### config.mk
export PLATFORM = sky130hd
export DESIGN_NAME = bus_addr_dec
export DESIGN_NICKNAME = d
export VERILOG_FILES = /design/src/rtl/bus_pkg.sv /design/src/rtl/bus_region_match.sv /design/src/rtl/bus_addr_dec.sv
export SDC_FILE = /design/constraint.sdc
export NUM_CORES = 1
export LEC_CHECK = 0
export ABC_AREA = 1
export BUFFER_PORTS_ARGS = -buffer_cell sky130_fd_sc_hd__buf_2
export CAP_MARGIN = 10
export CORE_MARGIN = 2
export CORE_UTILIZATION = 49
export CTS_BUF_LIST = sky130_fd_sc_hd__clkbuf_4
export DETAILED_ROUTE_END_ITERATION = 12
export GPL_ROUTABILITY_DRIVEN = 0
export GPL_TIMING_DRIVEN = 0
export PLACE_DENSITY = 0.86
export SLEW_MARGIN = 20
export SYNTH_ARGS = -nofsm -noshare
export SYNTH_HDL_FRONTEND = slang
export SYNTH_SLANG_ARGS = --single-unit
export TNS_END_PERCENT = 10
### constraint.sdc
create_clock -name clk -period 1.2 [get_ports clk]
set_input_delay 0.06 -clock clk [delete_from_list [all_inputs] [get_ports clk]]
set_output_delay 0.06 -clock clk [all_outputs]
set_load 0.05 [all_outputs]
### src/rtl/bus_pkg.sv
// Shared definitions for the system bus address decoder: state codes,
// default geometry and the default slave region map.
package bus_pkg;

  localparam logic [1:0] IDLE   = 2'd0;
  localparam logic [1:0] ACTIVE = 2'd1;
  localparam logic [1:0] ERR    = 2'd2;
  localparam logic [1:0] WAIT   = 2'd3;

  localparam int DEF_AW = 8;
  localparam int DEF_NS = 5;

  typedef struct packed {
    logic [DEF_AW-1:0] base;
    logic [DEF_AW-1:0] limit;
  } region_t;

  // Half-open windows [base, limit), listed in slave index order 0..4
  localparam region_t DMAC  = '{base: 8'h00, limit: 8'h10};
  localparam region_t MUL   = '{base: 8'h10, limit: 8'h20};
  localparam region_t RAM_A = '{base: 8'h20, limit: 8'h40};
  localparam region_t RAM_B = '{base: 8'h40, limit: 8'h60};
  localparam region_t RAM_R = '{base: 8'h60, limit: 8'h80};

  localparam logic [DEF_NS*DEF_AW-1:0] DEF_BASE =
    {RAM_R.base, RAM_B.base, RAM_A.base, MUL.base, DMAC.base};
  localparam logic [DEF_NS*DEF_AW-1:0] DEF_LIMIT =
    {RAM_R.limit, RAM_B.limit, RAM_A.limit, MUL.limit, DMAC.limit};

endpackage

### src/rtl/bus_region_match.sv
// Combinational window match: per-slave hit vector, lowest-index one-hot
// winner and a miss flag.
module bus_region_match
  import bus_pkg::*;
#(
  parameter int                 AW    = DEF_AW,
  parameter int                 NS    = DEF_NS,
  parameter logic [NS*AW-1:0]   BASE  = DEF_BASE,
  parameter logic [NS*AW-1:0]   LIMIT = DEF_LIMIT
) (
  input  logic [AW-1:0] address,
  output logic [NS-1:0] hit,
  output logic [NS-1:0] sel,
  output logic          miss
);

  for (genvar i = 0; i < NS; i++) begin : g_win
    logic [AW-1:0] win_base;
    logic [AW-1:0] win_limit;
    assign win_base  = BASE[i*AW +: AW];
    assign win_limit = LIMIT[i*AW +: AW];
    // An empty or inverted window can never hit
    assign hit[i] = (win_base < win_limit) && !(address < win_base) &&
                    (address < win_limit);
  end

  // Isolating the lowest set bit gives the priority winner directly
  assign sel  = hit & (~hit + NS'(1));
  assign miss = ~|hit;

endmodule

### src/rtl/bus_addr_dec.sv
// Registered slave-select decoder with decode-error pulse, error address
// capture and saturating miss counter.
//
// state  | meaning
// IDLE   | sampling m_req/m_address, s_sel = 0
// ACTIVE | slave selected, s_sel held until m_req falls
// ERR    | one-cycle decode error, error registers update on exit
// WAIT   | rest of an unmapped transaction, waiting for m_req low
module bus_addr_dec
  import bus_pkg::*;
#(
  parameter int                 AW    = DEF_AW,
  parameter int                 NS    = DEF_NS,
  parameter logic [NS*AW-1:0]   BASE  = DEF_BASE,
  parameter logic [NS*AW-1:0]   LIMIT = DEF_LIMIT,
  parameter int                 CW    = 8
) (
  input  logic          clk,
  input  logic          reset_n,
  input  logic          m_req,
  input  logic [AW-1:0] m_address,
  input  logic          err_clr,
  output logic [NS-1:0] s_sel,
  output logic          dec_err,
  output logic          dec_busy,
  output logic [AW-1:0] err_addr,
  output logic [CW-1:0] err_cnt
);

  logic [1:0]    state;
  logic [AW-1:0] cap_addr;
  logic [NS-1:0] match_hit;
  logic [NS-1:0] match_sel;
  logic          match_miss;

  bus_region_match #(
    .AW    (AW),
    .NS    (NS),
    .BASE  (BASE),
    .LIMIT (LIMIT)
  ) u_match (
    .address (m_address),
    .hit     (match_hit),
    .sel     (match_sel),
    .miss    (match_miss)
  );

  always_ff @(posedge clk or negedge reset_n) begin
    if (!reset_n) begin
      state    <= IDLE;
      s_sel    <= '0;
      cap_addr <= '0;
    end else begin
      case (state)
        IDLE: begin
          if (m_req) begin
            cap_addr <= m_address;
            if (match_miss) begin
              state <= ERR;
            end else begin
              state <= ACTIVE;
              s_sel <= match_sel;
            end
          end
        end
        ACTIVE: begin
          if (!m_req) begin
            state <= IDLE;
            s_sel <= '0;
          end
        end
        ERR:     state <= m_req ? WAIT : IDLE;
        WAIT:    if (!m_req) state <= IDLE;
        default: begin
          state <= IDLE;
          s_sel <= '0;
        end
      endcase
    end
  end

  // Clear wins over a simultaneous error update
  always_ff @(posedge clk or negedge reset_n) begin
    if (!reset_n) begin
      err_addr <= '0;
      err_cnt  <= '0;
    end else if (err_clr) begin
      err_addr <= '0;
      err_cnt  <= '0;
    end else if (state == ERR) begin
      err_addr <= cap_addr;
      if (err_cnt != '1) err_cnt <= err_cnt + CW'(1);
    end
  end

  assign dec_err  = (state == ERR);
  assign dec_busy = (state != IDLE);

  logic unused_hit;
  assign unused_hit = ^match_hit;

endmodule

# [Yosys cells after proc, flatten, opt, wreduce, memory -nomap -nowiden]
# Cells that the tools add are included.
[totals] regBits=31 out_inout_bits=23 in_bits=12
[op_classes] n_lt_le_gt_ge=6 n_addsub=2 n_reduce_logical=21 n_eq_ne=8 mux=14 n_bitwise=2
[op_table] operator="$mux 8" n=5
[op_table] operator="$lt 8x7->1 const B" n=2
[op_table] operator="$mux 5" n=3
[op_table] operator="$pmux 5 s2" n=1
[op_table] operator="$add 8x1->8 const B" n=1
[op_table] operator="$lt 8x1->1 const B" n=1
[op_table] operator="$lt 8x5->1 const B" n=1
[op_table] operator="$lt 8x6->1 const B" n=1
[op_table] operator="$lt 8x8->1 const B" n=1
[op_table] operator="$mux 2" n=4
[op_table] operator="$ne 8x8->1 const B" n=1
[op_table] operator="$reduce_bool 2->1" n=4
[op_table] operator="$ne 2x2->1 const B" n=3
[op_table] operator="$pmux 2 s3" n=1
[op_table] operator="$reduce_and 2->1" n=3
[op_table] operator="$add 5x1->5 const B" n=1
[op_table] operator="$and 5x5->5" n=1
[op_table] operator="$logic_and 1x1->1" n=5
[op_table] operator="$logic_not 1->1" n=5
[op_table] operator="$not 5->5" n=1
[op_table] operator="$reduce_or 5->1" n=1
[op_table] operator="$eq 2x2->1 const B" n=2
[op_table] operator="$reduce_and 4->1" n=1
[op_table] operator="$eq 2x1->1 const B" n=1
[op_table] operator="other kinds (3)" n=3

# [Logic depth before layout (Yosys ltp)]
# Gate-level depths: netlist of the first run.
[logic_depth] depth_word=9 ltp_mapped=8 mapped_depth_nobuf=8

# [Cells and area by module]
# A second synthesis of the first run with hierarchy kept.
[unflattened] cells_unflattened=181 area_unflattened_um2=1480.2
[by_module_without_submodules] module="bus_addr_dec" seq_area_each_um2=775.7 area_each_um2=1391.3 instances=1 cells_each=162
[by_module_without_submodules] module="bus_region_match" seq_area_each_um2=0.0 area_each_um2=88.8 instances=1 cells_each=19

# [Worst setup path before layout of the first run]
# No wires, ideal clock.
[synth_timing] kind="reg-to-reg" start="reg err_cnt[0]" end="reg err_cnt[5]" t_arrival_ns=1.548 slack_ns=-0.466 path_stages_with_launch=9 setup_time_ns=0.118 required_ns=1.082 cell_sequence="dfrtp_1 > ha_1 > nand2_2 > nor2_4 > nand3_4 > nand2_4 > inv_2 > nand2_1 > nand2_1"
[synth_between] elab_chain_len=4 elab_cells_between_ends=7 classes_between="add/sub: 1; eq/ne: 1; mux: 3; reduce/logical: 2"
[synth_lines] element="start, declared" line="bus_addr_dec.sv:27" text="output logic [CW-1:0] err_cnt"
[synth_lines] element="start signal, assigned" line="bus_addr_dec.sv:92" text="if (err_cnt != '1) err_cnt <= err_cnt + CW'(1);"
[synth_lines] element="$add 8x1->8" line="bus_addr_dec.sv:92"
[synth_lines] element="$mux 8" line="bus_addr_dec.sv:92"
[synth_lines] element="$mux 8" line="bus_addr_dec.sv:90" text="end else if (state == ERR) begin"
[synth_lines] element="$mux 8" line="bus_addr_dec.sv:87" text="end else if (err_clr) begin"
# Parallel ways exist; a longest one is shown, timed or not. The select of a mux whose other input is x is not followed.
# A chain may end at the register's enable or synchronous reset.

# [Worst setup path in the final report of the first run]
[layout_timing] start="reg state[0]" end="reg err_addr[5]"
[layout_between] elab_chain_len=2
[layout_lines] element="start, declared" line="bus_addr_dec.sv:30" text="logic [1:0] state;"
[layout_lines] element="start signal, assigned" line="bus_addr_dec.sv:72" text="ERR: state <= m_req ? WAIT : IDLE;"
[layout_lines] element="$eq 2x2->1" line="bus_addr_dec.sv:90"
[layout_lines] element="$reduce_bool 2->1 (no source line)"
[layout_lines] element="end signal, assigned" line="bus_addr_dec.sv:91" text="err_addr <= cap_addr;"
[layout_lines] element="end, declared" line="bus_addr_dec.sv:26" text="output logic [AW-1:0] err_addr,"
# Every way passes these cells.

==> run metrics, run 1 <==
status=finished with violations; failing checks=design-rule violations, negative setup slack; Max Cap Violations=0; R2R Path Start=state[0]; grt met3 use=6.59%; post-DR vias/cell=4.99; CP Buf/Inv Count=3; total number of vias=1278; Nets=between 200 and 250; grt met1 use=26.2%; crit path max fanout=6; crit end category=flip-flop; crit-path cells=inv_2 > nand2_4 > buf_12 > nor2_4 > buf_4 > a22o_1; crit start category=flip-flop; Yosys reg bits=31; Final Skew=0.00275 ns; Most Crowded Layer GR=met2; Clock Tree Root=clkbuf_4; CP Data Required Time=1.47 ns; total track usage=21.1%; syn nets=183; largest net degree at the start of global routing=32; Syn. warnings=0; TritonCTS Buffers=5; DRT Pass-1 Iters=8; Antenna Nets Post-Route=0; I/O Buffers=34; WL per Instance=about 12 µm; vias in the first global route=~1200; Slew Limit Fails=0; Worst slew margin=55.3%; Yosys cell types=22; share of cells above drive strength 1=36.9%; met2 Use GR=34.2%; H-tree levels=2; first-pass GRT wire length=5320 µm; CP max-delay cell=dfrtp_1; pwr dens=about 1200 mW/mm²; Tightest Pin Transition=0.671 ns; GR Overflow Total=0; critical hold path startpoint=m_address[5]; crit-path leading delay family=flip-flops; boundary pin count=35; Highest Clock Rate=777 MHz; Sink Count=31; initial antenna violation count=0; clock-pin slew on the worst setup and hold paths=0.09 ns; # diodes=0; Gate Count Post-Synth=170; sequential-to-total area share from yosys stat=53.0%; hpwl dp=2080 µm; Synth area leader=dfrtp_1; largest cells by area after synthesis=dfrtp_1, nand2_1, inv_1; row count=19; VDD IR-drop max=0.965 mV; fill cell count=237; Setup WS post-layout=-0.0878 ns; overall power=2.28 mW; Worst Path Arrival=1.56 ns; chip width=58.6 µm; Multi-input gate area=644 µm²; drt total wl=3120 µm; Hold/Removal Path Class=in -> reg; final period utilization=107%; Clk Latency, worst-skew pair=0.33 ns; Worst Setup SP=state[0]; area share of the largest cell type after synthesis=53.0%; Synth Cell Area=~0.0015 mm²; syn avg cell area=8.60 µm²; Fin. Hold Viols=0; Total Die Area=0.00344 mm²; non-filler instance count after layout=256; Storage cell area=782 µm²; Crit Path Category=reg -> reg; initial drt markers=39; synthesis-to-finish area growth=32.8%; CORE AREA=around 0.0028 mm²; largest stage delay on the critical path=0.43 ns; # setup viols final=12; CTS tree=yes; Tmin final=between 1 and 1.5 ns; die span in y=58.6 µm; DRC Markers=4; leak pwr=1.08 nW; Placed Instances=between 200 and 250; starting density of the core=between 50% and 60%; RSZ-0062 raised after global routing=yes; CTS Buffer Depth=2
## tightest hold or removal path, cell delays in order
cell	delay [ns]
buf_2	0.13
nand3_1	0.08
nand2_1	0.05
## cell usage in the layout (no fill, tap or decap), types with 2 or more instances in the layout
cell type      count
nor3_2             2
o21ai_0           10
o21ai_2            5
nor2_4             3
nor2_1             8
dlygate4sd3_1      8
nand2_2            3
nand2_4            5
nand3_1           11
dfrtp_2            5
buf_2             31
clkbuf_4           7
buf_4              4
o21ai_1            4
inv_1             18
inv_2              5
buf_6              3
a22o_1             2
nand2_1           52
dfrtp_1           26
## state kept, by name (all words and copies together), names as in the netlist
signal	flops
err_addr	8
s_sel	5
cap_addr	8
err_cnt	8
state	2
## worst paths after layout
check / slack (ns) / to / cells after the start
max reg2reg: -0.09 / err_addr[5] / 6
min in group asynchronous: 0.29 / err_cnt[0] / 2
min: 0.02 / s_sel[4] / 3
max in group asynchronous: 0.43 / state[1] / 2
max: -0.09 / err_addr[5] / 6
min reg2reg: 0.48 / s_sel[3] / 2
## repair_timing
item | in CTS | in global routing
hold buffers | 8 | 0
setup endpoints to repair | 12 | 29
pin swaps | 2 | 6
buffers inserted | 3 | 2
resized for setup | 10 | 11
endpoints found under the hold margin | 38 | 0
## metal layers
metal / part of all wire [%] / vias to the layer above
met2: 51 / 42
met4: 2.2 / 0
met1: 42 / 584
met3: 5.6 / 9
li1: - / 643
met5: 0 / -
## synth_stat cells, drive strengths merged
cell type,n
nor3,2
dfrtp,31
nor2,12
a21oi,2
o21bai,1
a22o,2
a21o,1
ha,1
nand3,12
inv,25
or2,1
nand2,61
o21ai,19
## per-stage QoR
step	worst slack, ns	util, %	cell area [µm²]	setup TNS (ns)	hold slack [ns]
floorplan	-0.200	-	1490	-1.19	-0.236
global placement	-0.0581	60.4	1690	-0.110	0.133
detailed placement	-0.0688	60.4	1690	-0.214	0.134
CTS	-0.0428	67.6	1900	-0.283	0.00293
global route	-0.151	69.3	1940	-1.86	0.000396
finish	-0.0878	69.3	1940	-0.625	0.0154
## kinds of logic after synthesis
family          share of synthesized area [%]
fa+ha+maj                               0.855
flops                                    53.0
simple gates                             29.0
buf+inv                                  6.42
compound gates                           10.7
## power by group
group	internal [mW]	leakage (nW)	switching, mW
clock network	0.273	0.0361	0.349
logic	0.153	0.639	0.329
registers	1.13	0.406	0.0483
## area by class of cell
cell class | count | share of cell area [%]
Multi-Input combinational cell | 114 | 33.2
Sequential cell | 31 | 40.2
Clock buffer | 7 | 2.70
Timing Repair Buffer | 47 | 16.4
Inverter | 25 | 5.22
Tap cell | 31 | 2.00
Clock inverter | 1 | 0.258
No activity file was read; power rests on OpenSTA's default activity.
==> run 2: changes to the inputs <==
ABC_AREA = not set   (was 1)
CAP_MARGIN = not set   (was 10)
==> run 2 against run 1 <==
The flow finishes with violations (negative setup slack). Design area is 1.0% higher. Sequential share of layout area fell by 0.47 points. Maximum frequency down 14%. Clock skew is 0.014 ns higher. Critical path depth fell by 2. Sequential cell count unchanged. Global-route usage increased by 2.1 points. Die area decreased by 2.6%. First-iteration DRC count fell by 26%. Setup slack worse by 0.20 ns. Register-to-register slack worse by 0.20 ns. Non-clock buffer count increased by 3.
==> run metrics, run 2 <==
crit end category=flip-flop; CORE AREA=0.00276 mm² (-1.7%); non-filler instance count after layout=212 (-17%); Highest Clock Rate=670 MHz (-14%); syn avg cell area=11.0 µm² (+28%); Yosys reg bits=31 (unchanged); status=finished with violations; failing checks=negative setup slack; Multi-input gate area=702 µm² (+8.9%); Synth Cell Area=0.00142 mm² (-2.7%); overall power=2.58 mW (+13%); pwr dens=1320 mW/mm² (+12%); Gate Count Post-Synth=129 (-24%); Tightest Pin Transition=0.692 ns (+0.0206 ns); DRT Pass-1 Iters=5 (-3); I/O Buffers=34 (unchanged); total track usage=23.1% (+2.1 points); Setup WS post-layout=-0.292 ns (-0.204 ns); Nets=193 (-19%); WL per Instance=17.7 µm (+45%); synthesis-to-finish area growth=38.0%; boundary pin count=35 (unchanged); Max Cap Violations=0 (unchanged); Hold Path End=state[1]; CTS tree=yes; Total Die Area=0.00335 mm² (-2.6%); fill cell count=193 (-19%); net switching power=0.780 mW (+7.3%); Post-synth EDFFs=0 (unchanged); most frequent cells in the layout=buf_2, dfrtp_1, nand2_1; final period utilization=124% (+17 points); RSZ-0062 raised after global routing=yes; VDD IR-drop max=1.17 mV (+21%); top cells by count, synth=dfrtp_1, nand2_1, mux2_1; pre-CTS setup slack=-0.438 ns (-0.369 ns); vias in the first global route=1213 (+0.17%); CTS Buffer Depth=2 (unchanged); R2R Path Start=err_cnt[0]; CP max-delay cell=dfrtp_2; syn nets=142 (-22%); Syn. warnings=0 (unchanged); internal power=1.80 mW (+16%); area share of the largest cell type after synthesis=54.5% (+1.5 points); Fin. Hold Viols=0 (unchanged); Yosys cell types=35 (+59%); Reg2Reg Depth=4 (-2); largest net degree at the start of global routing=32 (unchanged); asr flop ratio synth=100% (unchanged); ys flop type=dfrtp_1; crit-path cells=ha_4 > and4_4 > a2111oi_0 > nor3b_1; Top Registers=cap_addr x8, err_addr x8, err_cnt x8; Crit Path Category=reg -> reg; total number of vias=1217 (-4.8%); most common cell after layout, fill and taps aside=buf_2; row count=19 (unchanged); largest stage delay on the critical path=0.44 ns (about the same); # setup viols final=22 (+10); Placed Instances=194 (-17%); FF-to-FF End=err_cnt[5]; cell with the most instances after synthesis=dfrtp_1; Sink Count=31 (unchanged); initial drt markers=29 (-26%); crit start category=flip-flop; crit-path leading delay family=flip-flops; Hold/Removal Path Class=in -> reg; Clk Latency, worst-skew pair=0.34 ns (about the same); share of cells above drive strength 1=42.0% (+5.1 points); largest cells by area after synthesis=dfrtp_1, mux2_1, nand2_1; H-tree levels=2 (unchanged); Clock Tree Root=clkbuf_4; initial antenna violation count=0 (unchanged); Tmin final=1.49 ns (+0.204 ns); die span in y=57.9 µm (-1.3%); TritonCTS Buffers=5 (unchanged); clock-pin slew on the worst setup and hold paths=0.10 ns (about the same); Slew Limit Fails=0 (unchanged); Comb pwr share=21.6% (+0.5 points); Synth area leader=dfrtp_1; leak pwr=0.920 nW (-15%); Reg2Reg Setup Slack=-0.29 ns (-0.20 ns); Final Skew=0.0164 ns (+0.0136 ns); critical hold path startpoint=m_req; CP Data Required Time=1.41 ns (-0.06 ns); starting density of the core=51.6% (-0.55 points); sequential-to-total area share from yosys stat=54.5% (+1.5 points); crit path max fanout=7 (+1); DRC Markers=0 (-4); Worst Path Arrival=1.70 ns (+0.14 ns); CP Buf/Inv Count=0 (-3); drt total wl=3750 µm (+20%); Storage cell area=781 µm² (-0.16%); post-DR vias/cell=5.74 (+15%); Min Hold Slack=0.0152 ns (-0.000271 ns); clock power share=31.1% (+3.8 points); Reg power frac=47.3% (-4.3 points); Hold Path Depth=2 (-1); Worst slew margin=53.9% (-1.4 points); hpwl dp=2270 µm (+9.2%); chip width=57.9 µm (-1.3%); GR Overflow Total=0 (unchanged); first-pass GRT wire length=5870 µm (+10%); Sw Ratio=30.2% (-1.7 points); # diodes=0 (unchanged); Antenna Nets Post-Route=0 (unchanged)
-- run 2: cell count changes after synthesis, moves of 7 or more --
cell,delta
a21oi_1,+7
inv_1,-14
mux2_1,+11
nand2_1,-35
nand3_1,-9
o21ai_0,-9
-- run 2: cell families after synthesis --
| kind of cell | Yosys count | share of synthesized area (%) |
|---|---|---|
| AND/OR/NAND/NOR | 46 | 16.7 |
| flip-flops | 31 | 54.5 |
| AO/OA/AOI/OAI | 26 | 13.9 |
| multiplexers | 13 | 10.1 |
| buffers and inverters | 12 | 3.87 |
| adder cells (fa/ha/maj) | 1 | 0.879 |
-- run 2: layer usage --
layer | part of all wire (%) | wire [µm] | global-route usage (%) | vias up
met5 | 0 | 0 | 0 | -
met4 | 1.4 | 51 | 10.3 | 0
met3 | 6.7 | 250 | 4.46 | 8
met2 | 51 | 1890 | 38.8 | 59
met1 | 41 | 1550 | 29.1 | 599
li1 | - | - | - | 551
-- run 2: power groups by stage --
stage | combinational (mW) | clock (mW) | sequential, mW
6_report | 0.559 | 0.803 | 1.22
5_1_grt | 0.590 | 0.856 | 1.23
4_1_cts | 0.534 | 0.790 | 1.21
3_5_place_dp | 0.417 | 0 | 1.22
3_3_place_gp | 0.394 | 0 | 1.21
2_1_floorplan | 0.171 | 0 | 1.33
-- run 2: cell type report --
cell class | instances | area share [%]
multi-input combinational | 86 | 35.8
buffer | 5 | 2.10
sequential | 31 | 39.8
clock inverter | 3 | 1.98
tap | 31 | 1.98
timing repair buffer | 45 | 15.4
inverter | 6 | 1.15
clock buffer | 5 | 1.91
-- run 2: timing repair --
item | 4_1_cts | 5_1_grt
setup buffers | 4 | 0
endpoints found under the hold margin | 38 | 0
setup endpoints to repair | 28 | 27
pin swaps | 8 | 3
hold buffers | 7 | 0
resized for setup | 30 | 10
-- run 2: worst register-to-register path: stages, from the launching register on --
cell and delay (ns):
dfrtp_2 0.44, ha_4 0.16, and4_4 0.22, a2111oi_0 0.44, nor3b_1 0.10
-- run 2: worst max path at each step --
stage                    start          to  slack, ns  cells after the start
global placement    err_cnt[0]  err_cnt[2]      -0.39                      5
detailed placement  err_cnt[0]  err_cnt[3]      -0.44                      5
finish              err_cnt[0]  err_cnt[5]      -0.29                      4
CTS                 err_cnt[0]  err_cnt[2]      -0.30                      4
floorplan           err_cnt[1]  err_cnt[3]      -0.49                      5
global route        err_cnt[0]  err_cnt[5]      -0.32                      4
-- run 2: per-stage QoR --
step | area (µm²) | util (%) | TNS, ns
2_1_floorplan | 1440 | - | -3.76
3_3_place_gp | 1650 | 59.8 | -3.41
3_5_place_dp | 1650 | 59.8 | -4.88
4_1_cts | 1920 | 69.8 | -2.44
5_1_grt | 1960 | 71.2 | -3.73
6_report | 1960 | 71.2 | -2.80
==> run 3: changes to the inputs <==
CTS_CLUSTER_DIAMETER = 50   (was not set)
HOLD_SLACK_MARGIN = 0.03   (was not set)
RECOVER_POWER = 25   (was not set)
==> run 3 against run 2 <==
The run still ends with negative setup slack left. Power increased by 0.50%. Final cell count grew 1.4%. Setup slack got worse by 0.031 ns. Global-route usage rose by 0.57 points. Design area grew 1.5%. Critical endpoint unchanged. Largest power group unchanged. Highest routed layer unchanged.
==> run metrics, run 3 (synthesized netlist as in run 2, its figures left out) <==
boundary pin count=35 (unchanged); Clock Tree Root=clkbuf_4; Slew Limit Fails=0 (unchanged); initial drt markers=49 (+69%); Top Registers=cap_addr x8, err_addr x8, err_cnt x8; CORE AREA=0.00276 mm² (unchanged); post-DR vias/cell=5.90 (+2.7%); starting density of the core=51.6% (unchanged); CP max-delay cell=a2111oi_0; # setup viols final=23 (+4.5%); H-tree levels=2 (unchanged); Placed Instances=194 (unchanged); status=finished with violations; total track usage=23.7% (+0.57 points); TritonCTS Buffers=5 (unchanged); WL per Instance=18.2 µm (+3.2%); GR Overflow Total=0 (unchanged); die span in y=57.9 µm (unchanged); initial antenna violation count=0 (unchanged); DRT Pass-1 Iters=4 (-1); Crit Path Category=reg -> reg; Final Skew=0.0186 ns (+0.00220 ns); hpwl dp=2270 µm (unchanged); Max Cap Violations=0 (unchanged); Tmin final=1.52 ns (+0.0315 ns); clock-pin slew on the worst setup and hold paths=0.10 ns (about the same); CTS Buffer Depth=2 (unchanged); most common cell after layout, fill and taps aside=buf_2; Clk Latency, worst-skew pair=0.35 ns (about the same); Worst Path Arrival=1.74 ns (+0.04 ns); I/O Buffers=34 (unchanged); VDD IR-drop max=1.28 mV (+9.4%); crit path max fanout=7 (unchanged); Storage cell area=781 µm² (unchanged); synthesis-to-finish area growth=40.1%; # diodes=0 (unchanged); drt total wl=3920 µm (+4.6%); Antenna Nets Post-Route=0 (unchanged); leak pwr=0.933 nW (+1.4%); chip width=57.9 µm (unchanged); row count=19 (unchanged); largest net degree at the start of global routing=32 (unchanged); total number of vias=1268 (+4.2%); most frequent cells in the layout=buf_2, dfrtp_1, nand2_1; fill cell count=179 (-7.3%); share of cells above drive strength 1=41.3% (-0.68 points); Fin. Hold Viols=0 (unchanged); final period utilization=127% (+2.6 points); Tightest Pin Transition=0.767 ns (+0.0757 ns); first-pass GRT wire length=6000 µm (+2.4%); crit-path leading delay family=compound AO/OA/AOI/OAI gates; CTS tree=yes; Hold/Removal Path Class=in -> reg; pre-CTS setup slack=-0.438 ns (unchanged); pwr dens=1300 mW/mm² (-1.0%); non-filler instance count after layout=215 (+1.4%); Highest Clock Rate=657 MHz (-2.1%); Sink Count=31 (unchanged); Nets=196 (+1.6%); DRC Markers=0 (unchanged); RSZ-0062 raised after global routing=yes; crit-path cells=ha_4 > and4_4 > a2111oi_0 > nor3b_1; Setup WS post-layout=-0.323 ns (-0.0315 ns); CP Data Required Time=1.41 ns (about the same); crit end category=flip-flop; Worst slew margin=48.8% (-5.0 points); failing checks=negative setup slack; Multi-input gate area=702 µm² (unchanged); Total Die Area=0.00335 mm² (unchanged); largest stage delay on the critical path=0.47 ns (+0.03 ns); vias in the first global route=1261 (+4.0%); CP Buf/Inv Count=0 (unchanged); crit start category=flip-flop
[run 3: cell count changes in the layout (fill, tap and decap cells not counted)]
cell and delta:
clkbuf_2 +1, buf_2 -1, dlygate4sd3_1 +3
[run 3: worst paths after layout]
| kind | from | endpoint | slack [ns] | cells after the start |
|---|---|---|---|---|
| setup / recovery | err_cnt[0] | err_cnt[5] | -0.32 | 4 |
| hold reg to reg | s_sel[0] | s_sel[0] | 0.51 | 1 |
| min in group asynchronous | reset_n | s_sel[4] | 0.31 | 2 |
| setup reg to reg | err_cnt[0] | err_cnt[5] | -0.32 | 4 |
| max in group asynchronous | reset_n | err_cnt[1] | 0.35 | 2 |
| hold / removal | err_clr | err_cnt[2] | 0.1 | 3 |
[run 3: area by class of cell]
cell class	instances	share of cell area, %
buffer	5	2.07
clock buffer	5	1.88
clock inverter	3	1.95
inverter	6	1.13
multi-input combinational	86	35.2
sequential	31	39.2
tap	31	1.95
timing repair buffer	48	16.6
[run 3: through the flow]
stage               total power [mW]  utilization, %  hold slack [ns]  TNS, ns  cell area [µm²]
global route                    2.67            72.3            0.119    -3.93             1990
CTS                             2.54            70.9           0.0958    -2.44             1950
floorplan                       1.50               -           -0.236    -3.76             1440
finish                          2.60            72.3           0.0972    -3.01             1990
detailed placement              1.64            59.8            0.134    -4.88             1650
global placement                1.61            59.8            0.119    -3.41             1650
[run 3: metal layers]
layer	part of all wire, %	vias up	wire length [µm]	track usage [%]
li1	-	562	-	-
met1	39	634	1520	29.3
met2	52	57	2060	40.6
met3	5.2	15	204	4.46
met4	3.4	0	132	10.3
met5	0	-	0	0
[run 3: where the power goes]
part | internal (mW) | total [mW] | switching [mW] | leakage [nW]
Clock | 0.428 | 0.807 | 0.379 | 0.0426
Sequential | 1.14 | 1.22 | 0.0790 | 0.403
Combinational | 0.242 | 0.571 | 0.328 | 0.488
Total | 1.81 | 2.60 | 0.786 | 0.933
[run 3: tightest hold or removal path, cell delays in order]
cell and delay (ns):
buf_2 0.12, nor2b_1 0.10, mux2_1 0.13
[run 3: repair_timing]
item	CTS	global route
pin swaps	8	3
resized for setup	30	10
endpoints found under the hold margin	42	0
setup endpoints to repair	28	27
hold buffers	10	0
setup buffers	4	0
